### config.mk
export PLATFORM = sky130hd
export DESIGN_NAME = lsu_flat
export DESIGN_NICKNAME = d
export VERILOG_FILES = /design/src/rtl/core_pkg.sv /design/src/rtl/lsu_if.sv /design/src/rtl/lsu_align.sv /design/src/rtl/lsu.sv /design/src/flat_wrapper.sv
export SDC_FILE = /design/constraint.sdc
export NUM_CORES = 1
export LEC_CHECK = 0
export CORE_MARGIN = 5
export CORE_UTILIZATION = 39
export DETAILED_ROUTE_END_ITERATION = 12
export PLACE_DENSITY = 0.88
export SKIP_CTS_REPAIR_TIMING = 1
export SLEW_MARGIN = 5
export SYNTH_ARGS = -nofsm -noshare
export SYNTH_HDL_FRONTEND = slang
export SYNTH_SLANG_ARGS = --single-unit
### constraint.sdc
create_clock -name clk -period 3.4 [get_ports clk]
set_input_delay 0.68 -clock clk [delete_from_list [all_inputs] [get_ports clk]]
set_output_delay 0.68 -clock clk [all_outputs]
set_load 0.01 [all_outputs]
### src/rtl/core_pkg.sv
// -----------------------------------------------------------------------------
// core_pkg -- shared core types for the load/store unit.
//   lsu_size_e  : access size encoding presented by decode.
//   lsu_state_e : LSU control FSM states.
//   norm_size   : folds the unused size code 3 onto LSU_WORD.
//   is_misaligned : natural-alignment test used when LSU_MISALIGN_ERR_EN is set.
// -----------------------------------------------------------------------------
package core_pkg;

    typedef enum logic [1:0] {
        LSU_BYTE = 2'd0,
        LSU_HALF = 2'd1,
        LSU_WORD = 2'd2
    } lsu_size_e;

    typedef enum logic [1:0] {
        LSU_IDLE = 2'd0,
        LSU_REQ  = 2'd1,
        LSU_WAIT = 2'd2,
        LSU_DONE = 2'd3
    } lsu_state_e;

    function automatic lsu_size_e norm_size(input logic [1:0] size);
        case (size)
            2'd0:    return LSU_BYTE;
            2'd1:    return LSU_HALF;
            default: return LSU_WORD;
        endcase
    endfunction

    function automatic logic is_misaligned(input lsu_size_e size, input logic [1:0] addr_lo);
        case (size)
            LSU_HALF: return addr_lo[0];
            LSU_WORD: return (addr_lo != 2'b00);
            default:  return 1'b0;
        endcase
    endfunction

endpackage

### src/rtl/lsu_if.sv
// -----------------------------------------------------------------------------
// lsu_if -- word-oriented data memory bus between the LSU and memory.
//   data_req_op    : request valid (held until data_gnt_ip)
//   data_we_op     : 1 = write
//   data_addr_op   : word-aligned address
//   data_be_op     : byte enables
//   data_wdata_op  : lane-placed write data
//   data_gnt_ip    : memory accepted the request
//   data_rvalid_ip : response valid
//   data_rdata_ip  : read data (full word)
// Modports: master = LSU side, slave = memory side.
// -----------------------------------------------------------------------------
interface lsu_if;
    logic        data_req_op;
    logic        data_we_op;
    logic [31:0] data_addr_op;
    logic [3:0]  data_be_op;
    logic [31:0] data_wdata_op;
    logic        data_gnt_ip;
    logic        data_rvalid_ip;
    logic [31:0] data_rdata_ip;

    modport master (
        output data_req_op, data_we_op, data_addr_op, data_be_op, data_wdata_op,
        input  data_gnt_ip, data_rvalid_ip, data_rdata_ip
    );

    modport slave (
        input  data_req_op, data_we_op, data_addr_op, data_be_op, data_wdata_op,
        output data_gnt_ip, data_rvalid_ip, data_rdata_ip
    );
endinterface

### src/rtl/lsu_align.sv
// -----------------------------------------------------------------------------
// lsu_align -- combinational lane steering for the LSU.
//   size, addr_lo   : access size and low address bits
//   sign_ext        : sign-extend narrow loads
//   wdata           : store data from the register file
//   rdata           : raw word from memory
//   be              : byte enables
//   wdata_lane      : store data replicated across lanes
//   rdata_ext       : load data shifted to bit 0, masked and extended
// -----------------------------------------------------------------------------
module lsu_align
    import core_pkg::*;
(
    input  lsu_size_e   size,
    input  logic        sign_ext,
    input  logic [1:0]  addr_lo,
    input  logic [31:0] wdata,
    input  logic [31:0] rdata,
    output logic [3:0]  be,
    output logic [31:0] wdata_lane,
    output logic [31:0] rdata_ext
);

    logic [1:0]  lane;
    logic [31:0] shifted;

    function automatic logic [31:0] extend_load(input lsu_size_e sz, input logic sx,
                                                input logic [31:0] val);
        logic signed [7:0]  b;
        logic signed [15:0] h;
        b = val[7:0];
        h = val[15:0];
        case (sz)
            LSU_BYTE: return sx ? 32'(b) : {24'd0, val[7:0]};
            LSU_HALF: return sx ? 32'(h) : {16'd0, val[15:0]};
            default:  return val;
        endcase
    endfunction

    // HALF ignores addr[0] and WORD ignores addr[1:0]; only the natural lane is used.
    always_comb begin
        lane       = 2'd0;
        be         = 4'b1111;
        wdata_lane = wdata;
        case (size)
            LSU_BYTE: begin
                lane       = addr_lo;
                be         = 4'b0001 << addr_lo;
                wdata_lane = {4{wdata[7:0]}};
            end
            LSU_HALF: begin
                lane       = {addr_lo[1], 1'b0};
                be         = 4'b0011 << {addr_lo[1], 1'b0};
                wdata_lane = {2{wdata[15:0]}};
            end
            default: ;
        endcase
    end

    assign shifted   = rdata >> {lane, 3'b000};
    assign rdata_ext = extend_load(size, sign_ext, shifted);

endmodule

### src/rtl/lsu.sv
// -----------------------------------------------------------------------------
// lsu -- load/store unit: accepts one request from decode, issues it on the
// data bus, waits for the response (bounded by TIMEOUT_CYCLES) and returns a
// one-cycle completion pulse with aligned/extended load data and an error flag.
//
// Parameters : TIMEOUT_CYCLES (default 16) max WAIT cycles before abort.
// Ports      : clk, reset (sync, active-high)
//              lsu_enable_ip, lsu_we_ip, lsu_size_ip, lsu_sign_ext_ip,
//              lsu_addr_ip, lsu_addr_valid_ip, lsu_wdata_ip   (request)
//              lsu_ready_op, lsu_valid_op, lsu_rdata_op, lsu_err_op (response)
//              bus : lsu_if.master (data memory bus)
// Option     : define LSU_MISALIGN_ERR_EN to fail misaligned HALF/WORD accesses
//              immediately without touching the bus.
// -----------------------------------------------------------------------------
module lsu
    import core_pkg::*;
#(
    parameter int TIMEOUT_CYCLES = 16
) (
    input  logic        clk,
    input  logic        reset,
    input  logic        lsu_enable_ip,
    input  logic        lsu_we_ip,
    input  logic [1:0]  lsu_size_ip,
    input  logic        lsu_sign_ext_ip,
    input  logic [31:0] lsu_addr_ip,
    input  logic        lsu_addr_valid_ip,
    input  logic [31:0] lsu_wdata_ip,
    output logic        lsu_ready_op,
    output logic        lsu_valid_op,
    output logic [31:0] lsu_rdata_op,
    output logic        lsu_err_op,
    lsu_if.master       bus
);

    localparam int CNT_W = (TIMEOUT_CYCLES > 1) ? $clog2(TIMEOUT_CYCLES) : 1;
    localparam logic [CNT_W-1:0] CNT_LAST = CNT_W'(TIMEOUT_CYCLES - 1);

    lsu_state_e       state_q, state_d;
    logic [CNT_W-1:0] wait_cnt_q, wait_cnt_d;

    logic [31:0] addr_p0;
    logic        we_p0;
    lsu_size_e   size_p0;
    logic        sext_p0;
    logic [31:0] wdata_p0;

    logic [31:0] rdata_p1;
    logic        err_p1;

    logic        accept;
    logic        misalign_now;
    logic        res_load;
    logic [31:0] res_rdata_d;
    logic        res_err_d;

    logic [3:0]  be_w;
    logic [31:0] wdata_lane_w;
    logic [31:0] rdata_ext_w;

    assign accept = (state_q == LSU_IDLE) && lsu_enable_ip && lsu_addr_valid_ip;

`ifdef LSU_MISALIGN_ERR_EN
    assign misalign_now = is_misaligned(norm_size(lsu_size_ip), lsu_addr_ip[1:0]);
`else
    assign misalign_now = 1'b0;
`endif

    lsu_align u_align (
        .size       (size_p0),
        .sign_ext   (sext_p0),
        .addr_lo    (addr_p0[1:0]),
        .wdata      (wdata_p0),
        .rdata      (bus.data_rdata_ip),
        .be         (be_w),
        .wdata_lane (wdata_lane_w),
        .rdata_ext  (rdata_ext_w)
    );

    // ---- control state: FSM and WAIT-cycle counter ----
    always_ff @(posedge clk) begin
        if (reset) begin
            state_q    <= LSU_IDLE;
            wait_cnt_q <= '0;
        end else begin
            state_q    <= state_d;
            wait_cnt_q <= wait_cnt_d;
        end
    end

    // ---- next state, result selection and bus/response outputs ----
    always_comb begin
        state_d     = state_q;
        wait_cnt_d  = wait_cnt_q;
        res_load    = 1'b0;
        res_rdata_d = 32'd0;
        res_err_d   = 1'b0;

        case (state_q)
            LSU_IDLE: begin
                if (accept) begin
                    // Result is cleared here; a misaligned access completes with it as-is.
                    res_load  = 1'b1;
                    res_err_d = misalign_now;
                    state_d   = misalign_now ? LSU_DONE : LSU_REQ;
                end
            end
            LSU_REQ: begin
                if (bus.data_gnt_ip) begin
                    state_d    = LSU_WAIT;
                    wait_cnt_d = '0;
                end
            end
            LSU_WAIT: begin
                // A response on the final counted cycle still wins over the timeout.
                if (bus.data_rvalid_ip) begin
                    res_load    = 1'b1;
                    res_rdata_d = we_p0 ? 32'd0 : rdata_ext_w;
                    state_d     = LSU_DONE;
                end else if (wait_cnt_q == CNT_LAST) begin
                    res_load  = 1'b1;
                    res_err_d = 1'b1;
                    state_d   = LSU_DONE;
                end else begin
                    wait_cnt_d = wait_cnt_q + CNT_W'(1);
                end
            end
            default: state_d = LSU_IDLE;
        endcase

        lsu_ready_op      = (state_q == LSU_IDLE);
        lsu_valid_op      = (state_q == LSU_DONE);
        lsu_rdata_op      = lsu_valid_op ? rdata_p1 : 32'd0;
        lsu_err_op        = lsu_valid_op & err_p1;

        bus.data_req_op   = (state_q == LSU_REQ);
        bus.data_we_op    = bus.data_req_op & we_p0;
        bus.data_addr_op  = bus.data_req_op ? {addr_p0[31:2], 2'b00} : 32'd0;
        bus.data_be_op    = bus.data_req_op ? be_w : 4'b0000;
        bus.data_wdata_op = bus.data_req_op ? wdata_lane_w : 32'd0;
    end

    // ---- request capture (p0) and completion result (p1); datapath, no reset ----
    always_ff @(posedge clk) begin
        if (accept) begin
            addr_p0  <= lsu_addr_ip;
            we_p0    <= lsu_we_ip;
            size_p0  <= norm_size(lsu_size_ip);
            sext_p0  <= lsu_sign_ext_ip;
            wdata_p0 <= lsu_wdata_ip;
        end
        if (res_load) begin
            rdata_p1 <= res_rdata_d;
            err_p1   <= res_err_d;
        end
    end

endmodule

### src/flat_wrapper.sv
// flat-port wrapper written by rule: the top's interface ports become plain ports
module lsu_flat import core_pkg::*;
#(
    parameter int TIMEOUT_CYCLES = 16
)
  (clk, reset, lsu_enable_ip, lsu_we_ip, lsu_size_ip, lsu_sign_ext_ip, lsu_addr_ip, lsu_addr_valid_ip, lsu_wdata_ip, lsu_ready_op, lsu_valid_op, lsu_rdata_op, lsu_err_op, bus_data_req_op, bus_data_we_op, bus_data_addr_op, bus_data_be_op, bus_data_wdata_op, bus_data_gnt_ip, bus_data_rvalid_ip, bus_data_rdata_ip);
  lsu_if bus_i ();
  input  logic clk;
  input  logic reset;
  input  logic lsu_enable_ip;
  input  logic lsu_we_ip;
  input  logic [1:0] lsu_size_ip;
  input  logic lsu_sign_ext_ip;
  input  logic [31:0] lsu_addr_ip;
  input  logic lsu_addr_valid_ip;
  input  logic [31:0] lsu_wdata_ip;
  output logic lsu_ready_op;
  output logic lsu_valid_op;
  output logic [31:0] lsu_rdata_op;
  output logic lsu_err_op;
  output wire logic [$bits(bus_i.data_req_op)-1:0] bus_data_req_op;
  output wire logic [$bits(bus_i.data_we_op)-1:0] bus_data_we_op;
  output wire logic [$bits(bus_i.data_addr_op)-1:0] bus_data_addr_op;
  output wire logic [$bits(bus_i.data_be_op)-1:0] bus_data_be_op;
  output wire logic [$bits(bus_i.data_wdata_op)-1:0] bus_data_wdata_op;
  input wire logic [$bits(bus_i.data_gnt_ip)-1:0] bus_data_gnt_ip;
  input wire logic [$bits(bus_i.data_rvalid_ip)-1:0] bus_data_rvalid_ip;
  input wire logic [$bits(bus_i.data_rdata_ip)-1:0] bus_data_rdata_ip;
  assign bus_data_req_op = bus_i.data_req_op;
  assign bus_data_we_op = bus_i.data_we_op;
  assign bus_data_addr_op = bus_i.data_addr_op;
  assign bus_data_be_op = bus_i.data_be_op;
  assign bus_data_wdata_op = bus_i.data_wdata_op;
  assign bus_i.data_gnt_ip = bus_data_gnt_ip;
  assign bus_i.data_rvalid_ip = bus_data_rvalid_ip;
  assign bus_i.data_rdata_ip = bus_data_rdata_ip;
  lsu #(.TIMEOUT_CYCLES(TIMEOUT_CYCLES)) u_core (.clk(clk), .reset(reset), .lsu_enable_ip(lsu_enable_ip), .lsu_we_ip(lsu_we_ip), .lsu_size_ip(lsu_size_ip), .lsu_sign_ext_ip(lsu_sign_ext_ip), .lsu_addr_ip(lsu_addr_ip), .lsu_addr_valid_ip(lsu_addr_valid_ip), .lsu_wdata_ip(lsu_wdata_ip), .lsu_ready_op(lsu_ready_op), .lsu_valid_op(lsu_valid_op), .lsu_rdata_op(lsu_rdata_op), .lsu_err_op(lsu_err_op), .bus(bus_i));
endmodule
==> run summary <==
status - completed
via count - 4121
area occupied by multi-input gates - 1898 um^2
chip height - 125.6 um
largest net degree at the start of global routing - 72
slew margin rel. - 52.99%
MaxCap Viol Count - 0
unrepaired setup endpoints after global routing - no
Synth cell types - 41
DRC - 0
drt first pass iters - 5
crit path kind - reg2out
EDFF count, synth - 101
Seq. cell area - 3153 um^2
Worst-Margin Slew - 703.4 ps
asr flop ratio synth - 0%
initial drt markers - 279
Setup TNS - 0 ps
share of cells above drive strength 1 - 6.780%
WP data required - 2720 ps
Clock Pin Slew Worst Setup and Hold Paths - 70 ps
met2 Track Usage GR - 30.43%
PwrDens - 556.5 nW/um^2
CTS tree - yes
gr ovfl total - 0
CTS Buffer Depth - 2
vias in the first global route - 4427
netlist area before placement - 5209 um^2
GRT busiest layer - met2
Worst Hold End - u_core.wait_cnt_q[1]
Pins Over Slew Limit - 0
antenna viol nets, final - 0
maximum net fanout on the critical path - 15
CP Capture Type - output port
TritonCTS buffer count - 9
worst hold path type - reg2reg
Post-Route WL - 14640 um
area growth from synthesis to layout - 48.47%
Syn. warnings - 0
worst hold stages - 2
origin of the critical flop-to-flop path - u_core.state_q[0]
row count - 42
clk_lat worst skew - 340 ps
startpoint types - flip-flop
register area share after synthesis - 60.53%
cells after synthesis - 446
final hold viol count - 0
worst r2r path cells - 7
FF+latch count, synth - 107
post-layout minimum cycle time - 2991 ps
power after layout - 4.304 mW
Max rail drop VDD - 0.3240 mV
die area - 15770 um^2
RR Endpoint - u_core.rdata_p1[16]
vias per cell - 4.995
skew final - 8.050 ps
placeable core area - 13190 um^2
nets - 755
Post-synth top flop - edfxtp_1
min-delay src - u_core.wait_cnt_q[1]
Worst Path Arrival - 2310 ps
internal reg-to-reg setup slack - 1130 ps
DIE WIDTH - 125.6 um
commonest cells after routing, fill and taps aside - clkdlybuf4s50_1, edfxtp_1, and2_1, nand2_1, mux2i_1
clock sink total - 107
IO Count - 211
DPL Wire Length - 10830 um
Pleak - 2.947 nW
ant diodes - 0
global-route wire length before repair - 22870 um
GRT Resource Usage Total - 18.20%
fmax - 334.3 MHz
wire per inst - 17.75 um
most common cell after layout, fill and taps aside - clkdlybuf4s50_1
initial antenna violation count - 1
syn_area_per_cell - 11.68 um^2
met3 Use GR - 7.036%
fin crit share - 87.98%
Initial Util - 39.49%
Root Driver - clkbuf_16
Setup-failing EPs final - 0
fill cell count - 1009
H-tree depth - 3
met1 global-route usage - 21.73%
GP Congestion - 0.8855
Port Buffers - 208
-- worst max-delay path: stages (launching register included) --
cell,delay [ps]
edfxtp_1,520
nor2_1,190
buf_4,180
nand2_1,280
and3_1,290
clkdlybuf4s50_1,510
-- synthesized netlist by cell type (6+ instances only) --
library cell  number  area, um^2
nand3_2           11       110.1
inv_1              6       22.52
edfxtp_1         101        3033
a21oi_1           17       85.08
nor2b_1           13       81.33
clkbuf_1          20       75.07
a211oi_1           6       45.04
a21boi_0           8       60.06
nand2_1           69       259.0
nor2_1            14       52.55
nand3_1            8       40.04
buf_2              8       40.04
o21ai_0           12       60.06
and2_1            82       513.0
dfxtp_1            6       120.1
mux2i_1           25       250.2
-- final cells by class --
class	count	share of cell area, %
clock buffer	9	2.912
clock inverter	7	0.5824
inverter	6	0.2912
multi-input combinational	302	24.54
sequential	107	40.77
tap	176	2.847
timing repair buffer	218	28.05
-- registers in the layout (all words and copies together) (netlist names) --
| register | count |
|---|---|
| u_core.addr_p0 | 32 |
| u_core.size_p0 | 2 |
| u_core.err_p1 | 1 |
| u_core.sext_p0 | 1 |
| u_core.we_p0 | 1 |
| u_core.state_q | 2 |
| u_core.wait_cnt_q | 4 |
| u_core.rdata_p1 | 32 |
| u_core.wdata_p0 | 32 |
-- worst max-delay path by stage --
stage	slack, ps	startpoint	to	cells after the start
2_1_floorplan	600	lsu_addr_valid_ip	u_core.err_p1	2
5_1_grt	210	u_core.size_p0[0]	bus_data_be_op[0]	5
3_5_place_dp	410	u_core.state_q[1]	bus_data_be_op[2]	5
4_1_cts	40	u_core.state_q[1]	bus_data_be_op[2]	5
6_report	410	u_core.size_p0[0]	bus_data_be_op[0]	5
3_3_place_gp	540	u_core.state_q[1]	bus_data_be_op[2]	5
-- logic make-up after synthesis --
logic type | share of synthesized area (%)
compound gates | 6.990
fa+ha+maj | 1.201
buf+inv | 3.363
flops | 60.53
mux | 4.804
other cells | 0.07199
simple gates | 23.04
-- per-layer routing --
layer / part of all wire (%) / vias up
met5: 0.089 / -
met4: 2.0 / 2
met3: 11 / 18
met2: 48 / 226
met1: 39 / 1926
li1: - / 1949
-- power by group --
part	internal, mW	total (mW)	leakage [nW]	switching (mW)
Sequential	1.71	1.80	0.996	0.0886
Combinational	0.790	1.54	1.83	0.753
Clock	0.493	0.961	0.125	0.468
Total	2.99	4.30	2.95	1.31
-- per-stage QoR --
step                utilization, %  hold WS, ps  cell area (um^2)  worst slack [ps]  instances
floorplan                        -        443.1              5214             599.1        447
global placement             56.51        457.3              7453             541.9        809
detailed placement           56.51        483.4              7453             411.8        809
CTS                          58.56        493.5              7724             35.64        825
global route                 58.63        518.7              7734             207.6        825
finish                       58.63        495.7              7734             408.8        825
No activity file was read; power rests on OpenSTA's default activity.
==> RTL change (same flow settings) <==
`TIMEOUT_CYCLES` is set to 16 in 2 places; all go to 32. Comments in the files are not updated.
--- a/src/rtl/lsu.sv
+++ b/src/rtl/lsu.sv
@@ -15,7 +15,7 @@
 module lsu
     import core_pkg::*;
 #(
-    parameter int TIMEOUT_CYCLES = 16
+    parameter int TIMEOUT_CYCLES = 32
 ) (
     input  logic        clk,
     input  logic        reset,
--- a/src/flat_wrapper.sv
+++ b/src/flat_wrapper.sv
@@ -1,7 +1,7 @@
 // flat-port wrapper written by rule: the top's interface ports become plain ports
 module lsu_flat import core_pkg::*;
 #(
-    parameter int TIMEOUT_CYCLES = 16
+    parameter int TIMEOUT_CYCLES = 32
 )
   (clk, reset, lsu_enable_ip, lsu_we_ip, lsu_size_ip, lsu_sign_ext_ip, lsu_addr_ip, lsu_addr_valid_ip, lsu_wdata_ip, lsu_ready_op, lsu_valid_op, lsu_rdata_op, lsu_err_op, bus_data_req_op, bus_data_we_op, bus_data_addr_op, bus_data_be_op, bus_data_wdata_op, bus_data_gnt_ip, bus_data_rvalid_ip, bus_data_rdata_ip);
   lsu_if bus_i ();
Behaviour: same outputs for any inputs over 10 cycles, from zero or initial values and one cycle with reset high; that may be too few to reach the edited logic, so the function may still have changed.
==> RTL change against the unedited design <==
Setup slack lost 38 ps; area after synthesis rose by 1.4%; total power increased by 3.3%; sequential cell count up 1; first-iteration DRC count increased by 61%; synthesized cell count fell by 3.8%; wire length decreased by 1.3%; non-clock buffer count did not move; final area up 1.6%; clock power is 16% higher; critical path type unchanged; critical endpoint is now bus_data_wdata_op[13].
==> RTL change: results (changes against the unedited design) <==
| Metric | Value |
|---|---|
| Clock network power | 1.11 mW (+16%) |
| Post-Route WL | 14500 um (-1.3%) |
| Number of distinct library cells after synthesis | 47 (+15%) |
| Multiplexer area fraction after synthesis | 7.96% (+3.2 points) |
| Worst clock skew | 8.11 ps (+0.0579 ps) |
| Share of layout cells above drive strength 1 | 7.41% (+0.63 points) |
| RePlAce Congestion | 0.895 (+1.0%) |
| Synth Area in Compound Gates | 5.85% (-1.1 points) |
| Starting DRC count in detailed routing | 449 (+61%) |
| First-pass GRT wire length | 22800 um (-0.24%) |
| Register share of total power | 40.0% (-1.8 points) |
| Slew HR | 61.9% (+8.9 points) |
| H-tree Lvls | 3 (unchanged) |
| Commonest cells in the synthesized netlist | edfxtp_1, and2_1, nand2_1, clkbuf_1, mux2i_1 |
| Vias in the first global route | 4303 (-2.8%) |
| Delay-heaviest family, CP | buffers and inverters |
| Syn_area_per_cell | 12.3 um^2 (+5.4%) |
| Worst IR Drop VDD | 0.000314 V (-3.0%) |
| Worst Path Arrival | 2350 ps (+40 ps) |
| GRT Total Usage | 18.1% (-0.071 points) |
| Status | finished, final reports clean |
| Critical Path Slowest Stage Cell | clkdlybuf4s50_1 |
| XOR/XNOR Fraction of Synth Area | 0.498% (+0.50 points) |
| Final net count | 742 (-1.7%) |
| P_int | 3.16 mW (+5.6%) |
| Wirelength per Cell | 17.8 um (+0.56%) |
| Vias per Instance | 5.02 (+0.42%) |
| Clock group share of total power | 25.0% (+2.7 points) |
| Hold WC Path Type | register to register |
| Largest net degree at the start of global routing | 62 (-14%) |
| Synth top area cells | edfxtp_1, and2_1, nand2_1, mux2i_1, dfxtp_1 |
| Placed wire-length estimate | 10900 um (+0.98%) |
| Synth Area in Adders | 1.42% (+0.22 points) |
| Fillers | 1034 (+2.5%) |
| Slowest stage delay, CP | 600 ps (+80 ps) |
==> RTL change: routing by layer <==
metal / wire length, um / vias up / GRT usage, %
li1: - / 1894 / -
met1: 5720 / 1862 / 22.4
met2: 6740 / 277 / 28.7
met3: 1620 / 30 / 7.40
met4: 375 / 0 / 6.69
met5: 0 / - / 0
==> RTL change: kinds of logic (layout without fill, tap and decap cells) <==
group / Yosys count / in the layout
AND/OR/NAND/NOR: 201 / 201
flip-flops: 108 / 108
AO/OA/AOI/OAI: 46 / 46
multiplexers: 32 / 32
buffers and inverters: 32 / 236
adder cells (fa/ha/maj): 6 / 6
XOR/XNOR: 3 / 3
other: 1 / 2
==> RTL change: metrics by stage <==
stage | area (um^2) | worst slack (ps)
floorplan | 5290 | 423
global placement | 7540 | 726
detailed placement | 7540 | 639
CTS | 7860 | 331
global route | 7860 | 229
finish | 7860 | 371
==> RTL change: area by class of cell <==
cell class | count | area (um^2) | area share, %
clock inverter | 6 | 88.8 | 1.13
sequential | 108 | 3170 | 40.4
multi-input combinational | 290 | 1950 | 24.9
timing repair buffer | 218 | 2180 | 27.8
tap | 176 | 220 | 2.80
inverter | 3 | 11.3 | 0.143
clock buffer | 9 | 225 | 2.87
==> RTL change: worst reg2reg max path, cell delays in order (launching register included) <==
cell and delay [ps]:
edfxtp_1 390, buf_4 270, or2b_1 280, buf_4 200, a211oi_2 190, or4_1 270
a21boi_4 550, nand2_1 120
==> RTL change: final timing paths <==
kind                                      startpoint               endpoint  slack (ps)  depth (start not counted)
worst max register to register     u_core.size_p0[1]    u_core.rdata_p1[16]         860                          7
worst max-delay path               u_core.size_p0[1]  bus_data_wdata_op[13]         370                          5
worst min register to register  u_core.wait_cnt_q[4]   u_core.wait_cnt_q[4]         470                          2
worst min-delay path            u_core.wait_cnt_q[4]   u_core.wait_cnt_q[4]         470                          2
